**config.mk**
```make
export PLATFORM = sky130hd
export DESIGN_NAME = fetch_queue_unit_flat
export DESIGN_NICKNAME = d
export VERILOG_FILES = /design/src/rtl/fetch_pkg.sv /design/src/rtl/fetch_queue_unit_if.sv /design/src/rtl/fetch_fifo.sv /design/src/rtl/fetch_queue_unit.sv /design/src/flat_wrapper.sv
export SDC_FILE = /design/constraint.sdc
export NUM_CORES = 1
export LEC_CHECK = 0
export CORE_UTILIZATION = 35
export CTS_BUF_LIST = sky130_fd_sc_hd__clkbuf_8
export DETAILED_ROUTE_END_ITERATION = 12
export DONT_BUFFER_PORTS = 1
export SETUP_SLACK_MARGIN = 0.4
export SLEW_MARGIN = 20
export SYNTH_ARGS = -nofsm -noshare
export SYNTH_HDL_FRONTEND = slang
export SYNTH_SLANG_ARGS = --single-unit
export TNS_END_PERCENT = 20
```
**constraint.sdc**
```tcl
create_clock -name clk -period 2.23 [get_ports clk]
set_input_delay 0.446 -clock clk [delete_from_list [all_inputs] [get_ports clk]]
set_output_delay 0.446 -clock clk [all_outputs]
set_load 0.005 [all_outputs]
```
**src/rtl/fetch_pkg.sv**
```systemverilog
// Shared constants and the queue entry type for the instruction fetch queue.
package fetch_pkg;
    localparam int XLEN_DEF   = 32;
    localparam int ADDR_W_DEF = 32;
    localparam int PC_INC_DEF = 4;

    localparam int REG_W   = 5;
    localparam int RS1_LSB = 15;
    localparam int RS2_LSB = 20;
    localparam int RD_LSB  = 7;

    // Sized to the default widths; narrower XLEN/ADDR_W are zero-extended into it.
    typedef struct packed {
        logic [ADDR_W_DEF-1:0] pc;
        logic [XLEN_DEF-1:0]   inst;
    } fetch_entry_t;
endpackage

```
**src/rtl/fetch_queue_unit_if.sv**
```systemverilog
// Redirect, instruction-memory and decode-side signals of the fetch queue.
interface fetch_queue_unit_if #(
    parameter int XLEN   = fetch_pkg::XLEN_DEF,
    parameter int ADDR_W = fetch_pkg::ADDR_W_DEF
) ();
    logic                        redirect_valid;
    logic [ADDR_W-1:0]           redirect_pc;
    logic                        imem_req_valid;
    logic [ADDR_W-1:0]           imem_addr;
    logic [XLEN-1:0]             imem_rdata;
    logic                        de_valid;
    logic                        de_ready;
    logic [XLEN-1:0]             de_inst;
    logic [ADDR_W-1:0]           de_pc;
    logic [fetch_pkg::REG_W-1:0] de_rs1;
    logic [fetch_pkg::REG_W-1:0] de_rs2;
    logic [fetch_pkg::REG_W-1:0] de_rd;

    modport master (
        input  redirect_valid, redirect_pc, imem_rdata, de_ready,
        output imem_req_valid, imem_addr, de_valid, de_inst, de_pc, de_rs1, de_rs2, de_rd
    );

    modport slave (
        output redirect_valid, redirect_pc, imem_rdata, de_ready,
        input  imem_req_valid, imem_addr, de_valid, de_inst, de_pc, de_rs1, de_rs2, de_rd
    );
endinterface

```
**src/rtl/fetch_fifo.sv**
```systemverilog
// Synchronous DEPTH-entry queue of fetched {pc, inst} with flush and occupancy count.
module fetch_fifo import fetch_pkg::*; #(
    parameter  int DEPTH = 4,
    localparam int PTR_W = $clog2(DEPTH),
    localparam int CNT_W = PTR_W + 1
) (
    input  logic             clk,
    input  logic             rst_n,
    input  logic             flush,
    input  logic             push,
    input  fetch_entry_t     push_data,
    input  logic             pop,
    output fetch_entry_t     head,
    output logic [CNT_W-1:0] count
);
    fetch_entry_t     mem [DEPTH];
    logic [PTR_W-1:0] wr_ptr;
    logic [PTR_W-1:0] rd_ptr;

    // Storage is cleared on reset so the head reads zero, never X, while empty.
    always_ff @(posedge clk or negedge rst_n) begin
        if (!rst_n) begin
            wr_ptr <= '0;
            rd_ptr <= '0;
            count  <= '0;
            for (int i = 0; i < DEPTH; i++) mem[i] <= '0;
        end else if (flush) begin
            wr_ptr <= '0;
            rd_ptr <= '0;
            count  <= '0;
        end else begin
            if (push) begin
                mem[wr_ptr] <= push_data;
                wr_ptr      <= wr_ptr + 1'b1;
            end
            if (pop) rd_ptr <= rd_ptr + 1'b1;
            if (push && !pop)      count <= count + 1'b1;
            else if (pop && !push) count <= count - 1'b1;
        end
    end

    assign head = mem[rd_ptr];
endmodule

```
**src/rtl/fetch_queue_unit.sv**
```systemverilog
// Instruction fetch front end: PC/credit control feeding a small decode queue.
module fetch_queue_unit import fetch_pkg::*; #(
    parameter int                XLEN     = XLEN_DEF,
    parameter int                ADDR_W   = ADDR_W_DEF,
    parameter int                DEPTH    = 4,
    parameter int                PC_INC   = PC_INC_DEF,
    parameter logic [ADDR_W-1:0] RESET_PC = '0
) (
    input logic                clk,
    input logic                rst_n,
    fetch_queue_unit_if.master bus
);
    localparam int CNT_W = $clog2(DEPTH) + 1;

    logic [ADDR_W-1:0] pc;
    logic [ADDR_W-1:0] inflight_pc;
    logic              inflight;
    logic [CNT_W-1:0]  count;
    logic [CNT_W:0]    occupancy;
    logic              req;
    logic              push;
    logic              pop;
    fetch_entry_t      push_entry;
    fetch_entry_t      head;

    // A request reserves a slot for its response, so the queue can never overflow.
    assign occupancy = {1'b0, count} + {{CNT_W{1'b0}}, inflight};
    assign req  = rst_n && !bus.redirect_valid && (occupancy < (CNT_W+1)'(DEPTH));
    assign push = inflight && !bus.redirect_valid;
    assign pop  = bus.de_valid && bus.de_ready;

    always_comb begin
        push_entry      = '0;
        push_entry.pc   = ADDR_W_DEF'(inflight_pc);
        push_entry.inst = XLEN_DEF'(bus.imem_rdata);
    end

    always_ff @(posedge clk or negedge rst_n) begin
        if (!rst_n) begin
            pc          <= RESET_PC;
            inflight    <= 1'b0;
            inflight_pc <= '0;
        end else if (bus.redirect_valid) begin
            pc       <= bus.redirect_pc;
            inflight <= 1'b0;
        end else begin
            inflight <= req;
            if (req) begin
                pc          <= pc + ADDR_W'(PC_INC);
                inflight_pc <= pc;
            end
        end
    end

    fetch_fifo #(.DEPTH(DEPTH)) u_fifo (
        .clk       (clk),
        .rst_n     (rst_n),
        .flush     (bus.redirect_valid),
        .push      (push),
        .push_data (push_entry),
        .pop       (pop),
        .head      (head),
        .count     (count)
    );

    assign bus.imem_req_valid = req;
    assign bus.imem_addr      = pc;
    assign bus.de_valid       = (count != '0);
    assign bus.de_inst        = XLEN'(head.inst);
    assign bus.de_pc          = ADDR_W'(head.pc);
    assign bus.de_rs1         = bus.de_inst[RS1_LSB +: REG_W];
    assign bus.de_rs2         = bus.de_inst[RS2_LSB +: REG_W];
    assign bus.de_rd          = bus.de_inst[RD_LSB +: REG_W];
endmodule

```
**src/flat_wrapper.sv**
```systemverilog
// flat-port wrapper written by rule: the top's interface ports become plain ports
module fetch_queue_unit_flat import fetch_pkg::*;
#(
    parameter int                XLEN     = XLEN_DEF,
    parameter int                ADDR_W   = ADDR_W_DEF,
    parameter int                DEPTH    = 4,
    parameter int                PC_INC   = PC_INC_DEF,
    parameter logic [ADDR_W-1:0] RESET_PC = '0
)
  (clk, rst_n, bus_redirect_valid, bus_redirect_pc, bus_imem_rdata, bus_de_ready, bus_imem_req_valid, bus_imem_addr, bus_de_valid, bus_de_inst, bus_de_pc, bus_de_rs1, bus_de_rs2, bus_de_rd);
  fetch_queue_unit_if #(.XLEN(XLEN), .ADDR_W(ADDR_W)) bus_i ();
  input logic clk;
  input logic rst_n;
  input wire logic [$bits(bus_i.redirect_valid)-1:0] bus_redirect_valid;
  input wire logic [$bits(bus_i.redirect_pc)-1:0] bus_redirect_pc;
  input wire logic [$bits(bus_i.imem_rdata)-1:0] bus_imem_rdata;
  input wire logic [$bits(bus_i.de_ready)-1:0] bus_de_ready;
  output wire logic [$bits(bus_i.imem_req_valid)-1:0] bus_imem_req_valid;
  output wire logic [$bits(bus_i.imem_addr)-1:0] bus_imem_addr;
  output wire logic [$bits(bus_i.de_valid)-1:0] bus_de_valid;
  output wire logic [$bits(bus_i.de_inst)-1:0] bus_de_inst;
  output wire logic [$bits(bus_i.de_pc)-1:0] bus_de_pc;
  output wire logic [$bits(bus_i.de_rs1)-1:0] bus_de_rs1;
  output wire logic [$bits(bus_i.de_rs2)-1:0] bus_de_rs2;
  output wire logic [$bits(bus_i.de_rd)-1:0] bus_de_rd;
  assign bus_i.redirect_valid = bus_redirect_valid;
  assign bus_i.redirect_pc = bus_redirect_pc;
  assign bus_i.imem_rdata = bus_imem_rdata;
  assign bus_i.de_ready = bus_de_ready;
  assign bus_imem_req_valid = bus_i.imem_req_valid;
  assign bus_imem_addr = bus_i.imem_addr;
  assign bus_de_valid = bus_i.de_valid;
  assign bus_de_inst = bus_i.de_inst;
  assign bus_de_pc = bus_i.de_pc;
  assign bus_de_rs1 = bus_i.de_rs1;
  assign bus_de_rs2 = bus_i.de_rs2;
  assign bus_de_rd = bus_i.de_rd;
  fetch_queue_unit #(.XLEN(XLEN), .ADDR_W(ADDR_W), .DEPTH(DEPTH), .PC_INC(PC_INC), .RESET_PC(RESET_PC)) u_core (.clk(clk), .rst_n(rst_n), .bus(bus_i));
endmodule
```
==> out/qor.txt <==
area share of the largest cell type after synthesis -> 0.563
drt wl/cell -> 20.7 µm
Area Overhead vs Synth -> 19.5%
failing checks -> negative hold slack, negative setup slack
Power Internal -> 13.9 mW
Worst Path Max Fanout -> 7
hpwl dp -> 20.6 mm
Tcrit/Tclk final -> 1.08
most common cell after layout, fill and taps aside -> dfrtp_1
full die area -> 42500 µm²
CTS Buf Count -> 58
Setup crit start -> u_core.u_fifo.rd_ptr[0]
DRC errors left -> 0
clk buf depth -> 3
Hold Vio Cnt, Final -> 328
Power Dens Cells -> 1130 nW/µm²
RSZ-0062 raised after global routing -> true
latest clock arrival within the worst-skew pair -> 0.62 ns
critical path data required time -> 1.78 ns
Port-buffer cells -> 0
Max Cap Viol -> 0
Rel. slew slack -> 0.455
Comb pwr share -> 0.270
vias in the first global route -> 9448
P_sw -> 5.88 mW
minimum clock period -> 2.42 ns
Final Non-Filler Cells -> 1695
Seq/Total Area, Yosys -> 0.563
fmax -> 413 MHz
WP data arrival -> 1.97 ns
slowest stage cell, crit path -> mux4_2
antenna violations before repair -> 2
Cells after Synth -> 1031
largest net degree at the start of global routing -> 330
Pre-Repair DR Iteration Count -> 5
fin worst setup slack -> -0.188 ns
post-synth cell types -> 47
Synth Warn # -> 0
RR Endpoint -> u_core.bus.imem_addr[26]
clock sinks -> 328
Post-Syn Area -> 14600 µm²
R2R Path Start -> u_core.bus.imem_addr[16]
vias -> 8876
Rows -> 74
H-tree levels -> 2
share of cells above drive strength 1 -> 0.423
clock root cell -> clkbuf_8
Worst-path clk slew -> 0.06 ns
GPL Wtd Cong -> 0.802
Area contributors post-synth -> dfrtp_1, mux2_2, mux4_2
# setup viols final -> 79
worst slew pin tran -> 0.818 ns
core footprint -> 40900 µm²
Total GRT Usage -> 0.170
max-slew violation count -> 0
GR Overflow Total -> 0
Yosys reg bits -> 328
CTS tree -> built
WS Path Type -> flip-flop to output pin
CP endpoint kind -> output pin
Flop pwr share -> 0.441
IR Drop Worst-Case VDD -> 0.000499 V
highest-count cells in the layout ignoring fill and taps -> dfrtp_1, mux2_2, nand2_1
Iter 0 DRT Violations -> 521
area leader, netlist -> dfrtp_1
crit-path max cell delay -> 0.55 ns
Clock Power Share -> 0.289
chip width -> 206 µm
io pins -> 181
nets -> 1194
Lkg Pwr -> 8.03 nW
switch share -> 0.298
status -> complete, but fails checks
dpl ws -> 0.155 ns
Hold WS -> -0.474 ns
Post-CTS Hold Fix Bufs -> 66
class of the worst hold path -> input pin to async pin
CP Launch Type -> flip-flop
R2R cell count -> 5
Worst Skew -> 0.0126 ns
initial core utilization -> 0.356
Routed Wire Length -> 35.1 mm
Routed Antenna Nets -> 0
drt via density -> 5.24
Net Count, Synth -> 1105
Placed Instances -> 1523
Avg Inst Size Synth -> 14.1 µm²
Die H -> 206 µm
Reg2Reg Setup Slack -> 0.32 ns
first-pass GRT wire length -> 55.3 mm
critical-path cell list -> buf_12 -> buf_16 -> mux4_2
[cell families (layout without fill, tap and decap cells)]
kind of cell,count (synthesis),after routing,share of synthesized area
mux,323,323,0.299
xor+xnor,8,8,0.00481
other cells,0,1,0
fa+ha+maj,6,6,0.00567
simple gates,211,211,0.0663
compound gates,66,66,0.0307
flops,328,328,0.563
buf+inv,89,220,0.0302
[state kept, by name (all words and copies together) (netlist names)]
register	cells
u_core.u_fifo.wr_ptr	2
u_core.u_fifo.rd_ptr	2
u_core.bus.imem_addr	32
u_core.u_fifo.count	3
u_core.inflight_pc	32
u_core.u_fifo.mem	256
u_core.inflight	1
[what timing repair did]
action | 4_1_cts | 5_1_grt
buffers inserted | 1 | 0
cloned | 2 | 0
gates resized for setup | 25 | 27
endpoints found under the setup margin | 146 | 99
hold endpoints to repair | 495 | 328
pin swaps | 16 | 34
[cells in the mapped netlist (all sizes together)]
cell    count
a211oi      1
a21oi       3
a221o       4
a22oi       2
a31o        1
a31oi       7
a32oi       1
a41oi       2
and2        3
and3        5
buf        59
clkbuf     19
dfrtp     328
fa          1
ha          5
inv        11
mux2      258
mux2i       1
mux4       64
nand2     135
nand2b      2
nand3      21
nand3b      2
nand4      11
nor2       20
nor2b       2
nor3        1
nor3b       1
nor4        3
o211ai      7
o21ai      25
o221ai      1
o311ai     11
o31a        1
or3         5
xnor2       5
xor2        3
[per-layer routing]
| metal | track usage | vias up | part of all wire |
|---|---|---|---|
| met5 | 0 | - | 0.00057 |
| met4 | 0.0586 | 4 | 0.016 |
| met3 | 0.0536 | 48 | 0.069 |
| met2 | 0.264 | 214 | 0.48 |
| met1 | 0.224 | 4683 | 0.44 |
| li1 | - | 3927 | - |
[layout make-up]
class / count / area (µm²)
fillers: 3795 / 23500
flip-flops and latches: 328 / 8220
multi-input cells: 614 / 6060
repair buffers: 107 / 1210
clock buffers: 75 / 1030
well taps: 532 / 666
clock inverters: 27 / 169
inverters: 11 / 53.8
diodes: 1 / 2.50
[power by group through the flow]
stage | logic (mW) | clock network (mW) | registers (mW)
CTS | 5.41 | 5.94 | 8.71
detailed placement | 5.03 | 0 | 8.79
global placement | 4.91 | 0 | 8.71
global route | 5.82 | 6.23 | 8.95
finish | 5.34 | 5.71 | 8.71
floorplan | 4.18 | 0 | 8.38
[how the worst max path moves through the flow]
| stage | slack [ns] | end | cells past startpoint |
|---|---|---|---|
| 2_1_floorplan | 0.30 | bus_de_rs1[0] | 4 |
| 3_3_place_gp | 0.20 | u_core.bus.imem_addr[20] | 6 |
| 3_5_place_dp | 0.15 | u_core.bus.imem_addr[22] | 6 |
| 4_1_cts | -0.27 | bus_de_pc[11] | 2 |
| 5_1_grt | -0.28 | bus_de_pc[24] | 2 |
| 6_report | -0.19 | bus_de_inst[1] | 3 |
[critical path, delay by kind of cell, from the launching register on]
kind	cells	cell delay, ns
multiplexers	1	0.55
flip-flops	1	0.51
buffers and inverters	2	0.29
[per-stage QoR]
step	utilization	hold WS, ns	instance area, µm²	power [mW]	setup TNS [ns]
after floorplan	-	0.150	14600	12.6	0
after global placement	0.374	0.157	15300	13.6	0
after detailed placement	0.374	0.157	15300	13.8	0
after CTS	0.424	-0.559	17300	20.1	-18.88
after global routing	0.426	-0.544	17400	21.0	-19.41
final	0.426	-0.474	17400	19.8	-11.62
No activity file was read; power rests on OpenSTA's default activity.
